File: config.mk
export PLATFORM = sky130hd
export DESIGN_NAME = bus_dev_endpoint
export DESIGN_NICKNAME = d
export VERILOG_FILES = /design/src/rtl/bus_pkg.sv /design/src/rtl/ep_fifo.sv /design/src/rtl/bus_dev_endpoint.sv
export SDC_FILE = /design/constraint.sdc
export NUM_CORES = 1
export LEC_CHECK = 0
export BUFFER_PORTS_ARGS = -buffer_cell sky130_fd_sc_hd__clkbuf_2
export CAP_MARGIN = 20
export CORE_UTILIZATION = 60
export CTS_CLUSTER_SIZE = 24
export DETAILED_ROUTE_END_ITERATION = 6
export PLACE_DENSITY = 0.8
export SYNTH_ARGS = -nofsm -noshare
export SYNTH_HDL_FRONTEND = slang
export SYNTH_SLANG_ARGS = --single-unit
File: constraint.sdc
create_clock -name clk -period 4.49 [get_ports clk]
set_clock_uncertainty 0.1 [all_clocks]
set_input_delay 0.6735 -clock clk [delete_from_list [all_inputs] [get_ports clk]]
set_output_delay 0.6735 -clock clk [all_outputs]
set_load 0.01 [all_outputs]
File: src/rtl/bus_pkg.sv
// rtl/bus_pkg.sv - shared types and helpers for the bus device endpoint
package bus_pkg;

    typedef logic [7:0] port_id_t;

    localparam port_id_t BCAST_ID = 8'hFF;

    // Packets up to 64 bits wide are passed zero-extended along with their real width.
    function automatic port_id_t dest_of(input logic [63:0] pkt, input int unsigned sz);
        return port_id_t'(pkt >> (sz - 8));
    endfunction

endpackage

File: src/rtl/ep_fifo.sv
// rtl/ep_fifo.sv - synchronous show-ahead FIFO with full-with-read acceptance
module ep_fifo #(
    parameter int width = 16,
    parameter int depth = 8
) (
    input  logic             clk,
    input  logic             reset,
    input  logic             wr,
    input  logic [width-1:0] din,
    input  logic             rd,
    output logic [width-1:0] dout,
    output logic             empty,
    output logic             full
);

    localparam int AW = $clog2(depth);
    localparam logic [AW:0] FULL_CNT = (AW + 1)'(depth);

    logic [width-1:0] mem [depth];
    logic [AW-1:0]    wptr;
    logic [AW-1:0]    rptr;
    logic [AW:0]      cnt;
    logic [AW:0]      cnt_nxt;
    logic             do_rd;
    logic             do_wr;

    // A read frees the head slot in the same cycle, so a write while full still fits.
    assign do_rd = rd && !empty;
    assign do_wr = wr && (!full || do_rd);

    always_comb begin
        cnt_nxt = cnt;
        case ({do_wr, do_rd})
            2'b10:   cnt_nxt = cnt + 1'b1;
            2'b01:   cnt_nxt = cnt - 1'b1;
            default: cnt_nxt = cnt;
        endcase
    end

    always_ff @(posedge clk or negedge reset) begin
        if (!reset) begin
            wptr  <= '0;
            rptr  <= '0;
            cnt   <= '0;
            empty <= 1'b1;
            full  <= 1'b0;
        end else begin
            if (do_wr) wptr <= wptr + 1'b1;
            if (do_rd) rptr <= rptr + 1'b1;
            cnt   <= cnt_nxt;
            empty <= (cnt_nxt == '0);
            full  <= (cnt_nxt == FULL_CNT);
        end
    end

    always_ff @(posedge clk) begin
        if (do_wr) mem[wptr] <= din;
    end

    assign dout = empty ? '0 : mem[rptr];

endmodule

File: src/rtl/bus_dev_endpoint.sv
// rtl/bus_dev_endpoint.sv - bus port endpoint: TX/RX queues, destination filter, drop counters
module bus_dev_endpoint
    import bus_pkg::*;
#(
    parameter int       pckg_sz   = 16,
    parameter int       depth     = 8,
    parameter port_id_t id        = 8'h00,
    parameter port_id_t broadcast = BCAST_ID
) (
    input  logic               clk,
    input  logic               reset,
    input  logic               tx_wr,
    input  logic [pckg_sz-1:0] tx_data,
    output logic               tx_full,
    output logic               pndng,
    output logic [pckg_sz-1:0] D_pop,
    input  logic               pop,
    input  logic               push,
    input  logic [pckg_sz-1:0] D_push,
    output logic               rx_pndng,
    output logic [pckg_sz-1:0] rx_data,
    input  logic               rx_rd,
    output logic [7:0]         rx_ovf_cnt,
    output logic [7:0]         misroute_cnt
);

    logic     tx_empty;
    logic     rx_empty;
    logic     rx_full;
    port_id_t dest;
    logic     match;
    logic     rx_wr;
    logic     ovf_hit;
    logic     mis_hit;

    assign dest    = dest_of(64'(D_push), pckg_sz);
    assign match   = (dest == id) || (dest == broadcast);
    assign rx_wr   = push && match;
    // Misroute wins over overflow; a same-cycle rx_rd makes room in a full queue.
    assign mis_hit = push && !match;
    assign ovf_hit = rx_wr && rx_full && !rx_rd;

    ep_fifo #(.width(pckg_sz), .depth(depth)) tx_q (
        .clk   (clk),
        .reset (reset),
        .wr    (tx_wr),
        .din   (tx_data),
        .rd    (pop),
        .dout  (D_pop),
        .empty (tx_empty),
        .full  (tx_full)
    );

    ep_fifo #(.width(pckg_sz), .depth(depth)) rx_q (
        .clk   (clk),
        .reset (reset),
        .wr    (rx_wr),
        .din   (D_push),
        .rd    (rx_rd),
        .dout  (rx_data),
        .empty (rx_empty),
        .full  (rx_full)
    );

    assign pndng    = !tx_empty;
    assign rx_pndng = !rx_empty;

    always_ff @(posedge clk or negedge reset) begin
        if (!reset) begin
            rx_ovf_cnt   <= '0;
            misroute_cnt <= '0;
        end else begin
            if (ovf_hit && rx_ovf_cnt != 8'hFF)   rx_ovf_cnt   <= rx_ovf_cnt + 1'b1;
            if (mis_hit && misroute_cnt != 8'hFF) misroute_cnt <= misroute_cnt + 1'b1;
        end
    end

endmodule
Word-level counts from Yosys, hierarchy flattened:

Memory sizes are Yosys's and may differ from the RTL's.
Index checks and enable logic that the tools add are counted.

* flip-flop bits (word level): 40
* RAM bits: 256
* bits of input ports: 38
* memories kept: 2

* $add $sub $neg: 10
* equal/unequal tests: 9
* muxes and demuxes: 8
* reductions and logical operators: 22

Memory list
* rx_q.mem: words 8, width 16, read ports 1, clocked after Yosys merged registers in 0, write ports 1, line ep_fifo.sv:19 `logic [width-1:0] mem [depth];`
* tx_q.mem: words 8, width 16, read ports 1, clocked after Yosys merged registers in 0, write ports 1, line ep_fifo.sv:19

Operators by type and width (number)
* $mux 16: 2
* $add 8x1->8 const B: 2
* $ne 8x8->1 const B: 2
* $pmux 4 s2: 2
* $add 3x1->3 const B: 4
* $logic_and 1x1->1: 10
* $add 4x1->4 const B: 2
* $eq 4x4->1 const B: 2
* $eq 8x8->1 const B: 1
* $logic_not 4->1: 2
* $logic_not 8->1: 1
* $sub 4x1->4 const B: 2
* $logic_not 1->1: 6
* $eq 2x1->1 const B: 2
* $eq 2x2->1 const B: 2
* $mux 1: 4
* $logic_or 1x1->1: 3

Longest topological paths before layout:

* word-level depth: 7
* gate-level depth with buffers: 14
* depth with buffers taken out: 11

Modules after synthesis:

A second synthesis with hierarchy kept.

* cell total of the unflattened synthesis: 637
* area total of the unflattened synthesis: 12080.3 µm²

By module, submodules not included
* ep_fifo at rx_q: times used 1, cells an instance 282, area an instance 5621.6 µm², seq. area each 4145.2 µm²
* ep_fifo at tx_q: times used 1, cells an instance 275, area an instance 5595.4 µm², seq. area each 4145.2 µm²
* bus_dev_endpoint: times used 1, cells an instance 80, area an instance 863.3 µm², seq. area each 400.4 µm²

Worst setup path before layout:

Ideal clock, no wire load.

* path kind: input -> register
* start point: in D_push[8]
* end point: mem rx_q.mem[1][0] (enable)
* data arrival time: 3.351 ns
* setup slack: 0.603 ns
* stages: 5
* cells stage by stage: nor4_1 -> nand2_1 -> a211o_1 -> buf_2 -> nor4b_1

* cells in the longest elaborated chain, start to end: 6

Ends and longest elaborated chain
* start, declared: line bus_dev_endpoint.sv:19 `input logic [pckg_sz-1:0] D_push,`
* $eq 8x8->1 or $logic_not 8->1 (tied branches): line bus_dev_endpoint.sv:37 `assign match = (dest == id) || (dest == broadcast);`
* $logic_or 1x1->1 *: line bus_dev_endpoint.sv:37
* $logic_and 1x1->1 *: line bus_dev_endpoint.sv:38 `assign rx_wr = push && match;`
* $logic_and 1x1->1 *: line ep_fifo.sv:29 `assign do_wr = wr && (!full || do_rd);`
* $mux 1 *: line ep_fifo.sv:57 `if (do_wr) mem[wptr] <= din;`
* $mux 1 (not written as such) *: line ep_fifo.sv:57
* end, declared: line ep_fifo.sv:19

Every way passes the cells marked *; elsewhere a longest branch is shown, timed or not.

Worst setup path after layout:

* start point: reg tx_q.rptr[0]
* end point: out D_pop[15]

* cells in the longest elaborated chain, start to end: 2

Ends and longest elaborated chain
* start, declared: line ep_fifo.sv:21 `logic [AW-1:0] rptr;`
* start signal, assigned: line ep_fifo.sv:49 `if (do_rd) rptr <= rptr + 1'b1;`
* $mem_v2 8x16
* $mux 16: line ep_fifo.sv:60 `assign dout = empty ? '0 : mem[rptr];`
* end, declared: line bus_dev_endpoint.sv:16 `output logic [pckg_sz-1:0] D_pop,`

No other way between the ends.

==> reports/results.tsv <==
stage	metric	value	unit
final_layout	area of the multi-input gates	0.00299	mm²
drt	final antenna-violating net count	0	
final_layout	fin nets	762	
power_and_ir_drop	Lkg Pwr	4.82	nW
sta	Setup Viol. Count Final	0	
drt	drt pass-1 iters	4	
yosys	YS warnings	0	
cts	Reg clk slew, reported paths	0.06	ns
drt	wire length after detailed routing	22400	µm
drt	Vias	5911	
sta	min Tclk post-route	3.51	ns
cts	TritonCTS clock tree	yes	
critical_path	CP endpoint kind	primary output	
critical_path	Crit path arrival time	2.73	ns
cts	Inserted Clock Buffers	29	
sta	Slew @ Worst Pin	1.13	ns
die	Rows	50	
run_status	status	completed	
drt	DRT iter0 DRCs	369	
final_layout	Filler cells	1122	
sta	number of hold violations in the final report	0	
power_and_ir_drop	P per Cell Area	613	mW/mm²
yosys	distinct cell type count of the synthesized netlist	35	
cts	Post-CTS Setup Inserts	0	
die	# IOs	89	
place	hpwl dp	13200	µm
sta	Final Max Slew Viols	0	
job	# Max-Cap Violations	0	
yosys	FF+latch count, synth	296	
global_route	gr ovfl total	0	
die	core area	0.0190	mm²
global_route	initial antenna violation count	0	
power_and_ir_drop	Max VDD drop	0.595	mV
sta	Max Freq	0.285	GHz
critical_path	Max FO, Critical Path	23	
final_layout	Core Util, Final	71.4	%
sta	RSZ-0062 raised after global routing	no	
cts	Clock H-tree levels	1	
sta	Slew Limit Headroom	24.8	%
hold_path	Hold WC Path Type	in -> reg	
cts	root buf cell	clkbuf_16	
critical_path	worst endpoint required time	3.72	ns
critical_path	Crit Path Category	reg -> out	
die	Die Footprint	0.0201	mm²
die	Initial Util	62.0	%
final_layout	layout overhead on the synthesized area	15.3	%
final_layout	Reg area	0.00869	mm²
power_and_ir_drop	Power, Total	0.00830	W
place	RePlAce Congestion	0.747	
yosys	Mapped Area	0.0117	mm²
global_route	first-pass GRT wire length	34600	µm
drt	DRC Markers	0	
global_route	largest net degree at the start of global routing	41	
global_route	Tot GR Track Use	23.4	%
cts	total clock sinks	296	
sta	Final Cycle Share	78.1	%
global_route	vias in the first global route	6249	
die	die height	142	µm
cts	clock latency on the worst-skew pair	0.53	ns
yosys	Post-Syn Area per Cell	19.4	µm²
sta	Fin Setup TNS	0	ns
cts	CTS max path bufs	3	
place	Buffers on Ports	88	
yosys	sequential element share of the synthesized area	74.0	%
yosys	Syn Inst Count	604	
die	chip width	142	µm
critical_path	Worst Setup Start Kind	flip-flop	
final_layout	share of layout cells above drive strength 1	32.5	%
drt	WL/cell	22.6	µm
final_layout	ANT cells	0	
drt	via-per-instance ratio	5.97	
yosys	Post-Syn Nets	655	
==> timing repair <==
item | 4_1_cts | 5_1_grt
endpoints found under the setup margin | 0 | 0
endpoints found under the hold margin | 0 | 3
hold buffers | 0 | 1
gates resized for setup | 0 | 0
==> critical path: stages (launching register included) <==
cell and delay (ns):
dfrtp_2 0.87, buf_4 0.38, mux4_2 0.54, mux2i_1 0.18, nor2_1 0.08, clkbuf_2 0.15
==> cell usage after synthesis (all sizes together) <==
library cell	n	area share [%]
nor3	9	0.38
nand4	6	0.32
and2	1	0.053
inv	9	0.29
o211ai	1	0.064
o21ai	1	0.043
a2111oi	1	0.23
o32ai	1	0.075
nor2b	7	0.37
nor4b	3	0.22
and3	5	0.27
nor2	43	1.4
mux2	6	0.58
xor2	11	0.82
dfstp	2	0.45
a21o	1	0.064
a21oi	3	0.13
clkbuf	15	0.48
or3	2	0.11
edfxtp	256	65
nand3	4	0.17
nand2b	4	0.21
nand2	24	0.77
xnor2	18	1.3
fa	1	0.17
ha	12	1.3
or2	2	0.11
a31oi	1	0.053
mux2i	33	2.8
dfrtp	38	8.1
nor4	7	0.37
buf	12	0.49
mux4	64	12
a211o	1	0.075
==> flip-flops by register name, summed over array words and instances (netlist names), 4 cells and up <==
| signal | cells |
|---|---|
| rx_q.mem | 128 |
| tx_q.mem | 128 |
| misroute_cnt | 8 |
| rx_ovf_cnt | 8 |
| rx_q.cnt | 4 |
| tx_q.cnt | 4 |
==> worst paths after layout <==
kind,start,to,slack [ns],depth (start not counted)
max in group asynchronous,reset,rx_q.empty,3.38,3
max,tx_q.rptr[0],D_pop[15],0.98,5
max reg2reg,rx_q.empty,rx_q.empty,1.01,11
min reg2reg,tx_q.cnt[3],tx_q.cnt[3],0.39,1
min in group asynchronous,reset,tx_q.rptr[1],0.44,2
min,tx_data[11],tx_q.mem[4][11],0.32,1
==> layout make-up <==
class / instances / area share, %
sequential: 296 / 64.2
multi-input combinational: 272 / 22.1
clock buffer: 41 / 6.12
timing repair buffer: 103 / 4.20
tap: 260 / 2.40
clock inverter: 9 / 0.749
inverter: 9 / 0.250
==> routing by layer <==
layer	vias up	GRT usage (%)	wire, µm
li1	2608	-	-
met1	3085	29.5	8780
met2	176	41.5	12000
met3	42	4.22	1140
met4	0	7.07	440
met5	-	0	0
==> logic make-up after synthesis <==
family	share of synthesized area [%]
and+or+nand+nor	4.73
AOI/OAI and AO/OA	0.735
buffers and inverters	1.26
adders and majority gates	1.45
DFF	74.0
xor gates and xnor gates	2.16
muxes	15.7
==> layout by cell type, fill, tap and decap left out, types with 3 or more instances in the layout <==
| master | count |
|---|---|
| edfxtp_1 | 256 |
| nand4_1 | 6 |
| a21oi_1 | 3 |
| clkbuf_8 | 5 |
| dfrtp_1 | 36 |
| xnor2_1 | 18 |
| mux2_2 | 6 |
| nor3_1 | 5 |
| clkbuf_2 | 88 |
| nor4_1 | 3 |
| nor4_2 | 4 |
| ha_1 | 12 |
| mux4_2 | 64 |
| nand2b_1 | 4 |
| nand2_1 | 24 |
| mux2i_1 | 33 |
| clkbuf_16 | 29 |
| buf_4 | 13 |
| nor2b_1 | 7 |
| and3_1 | 5 |
| inv_1 | 9 |
| clkbuf_1 | 5 |
| nor2_2 | 5 |
| nor2_1 | 38 |
| xor2_1 | 11 |
| nand3_1 | 4 |
==> power by group <==
part           switching [W]  internal, W
combinational        0.00111      0.00114
clock               0.000945      0.00139
sequential          0.000415      0.00330
==> through the flow <==
stage | hold slack, ns | instance area (µm²) | setup slack (ns) | cells
final | 0.317 | 13500 | 0.983 | 990
after floorplan | 0.278 | 11700 | 0.603 | 604
after detailed placement | 0.388 | 12600 | 0.581 | 938
after global placement | 0.370 | 12600 | 0.718 | 938
after CTS | 0.224 | 13500 | 0.885 | 988
after global routing | 0.312 | 13500 | 0.735 | 990
(Power assumes the default switching activity.)
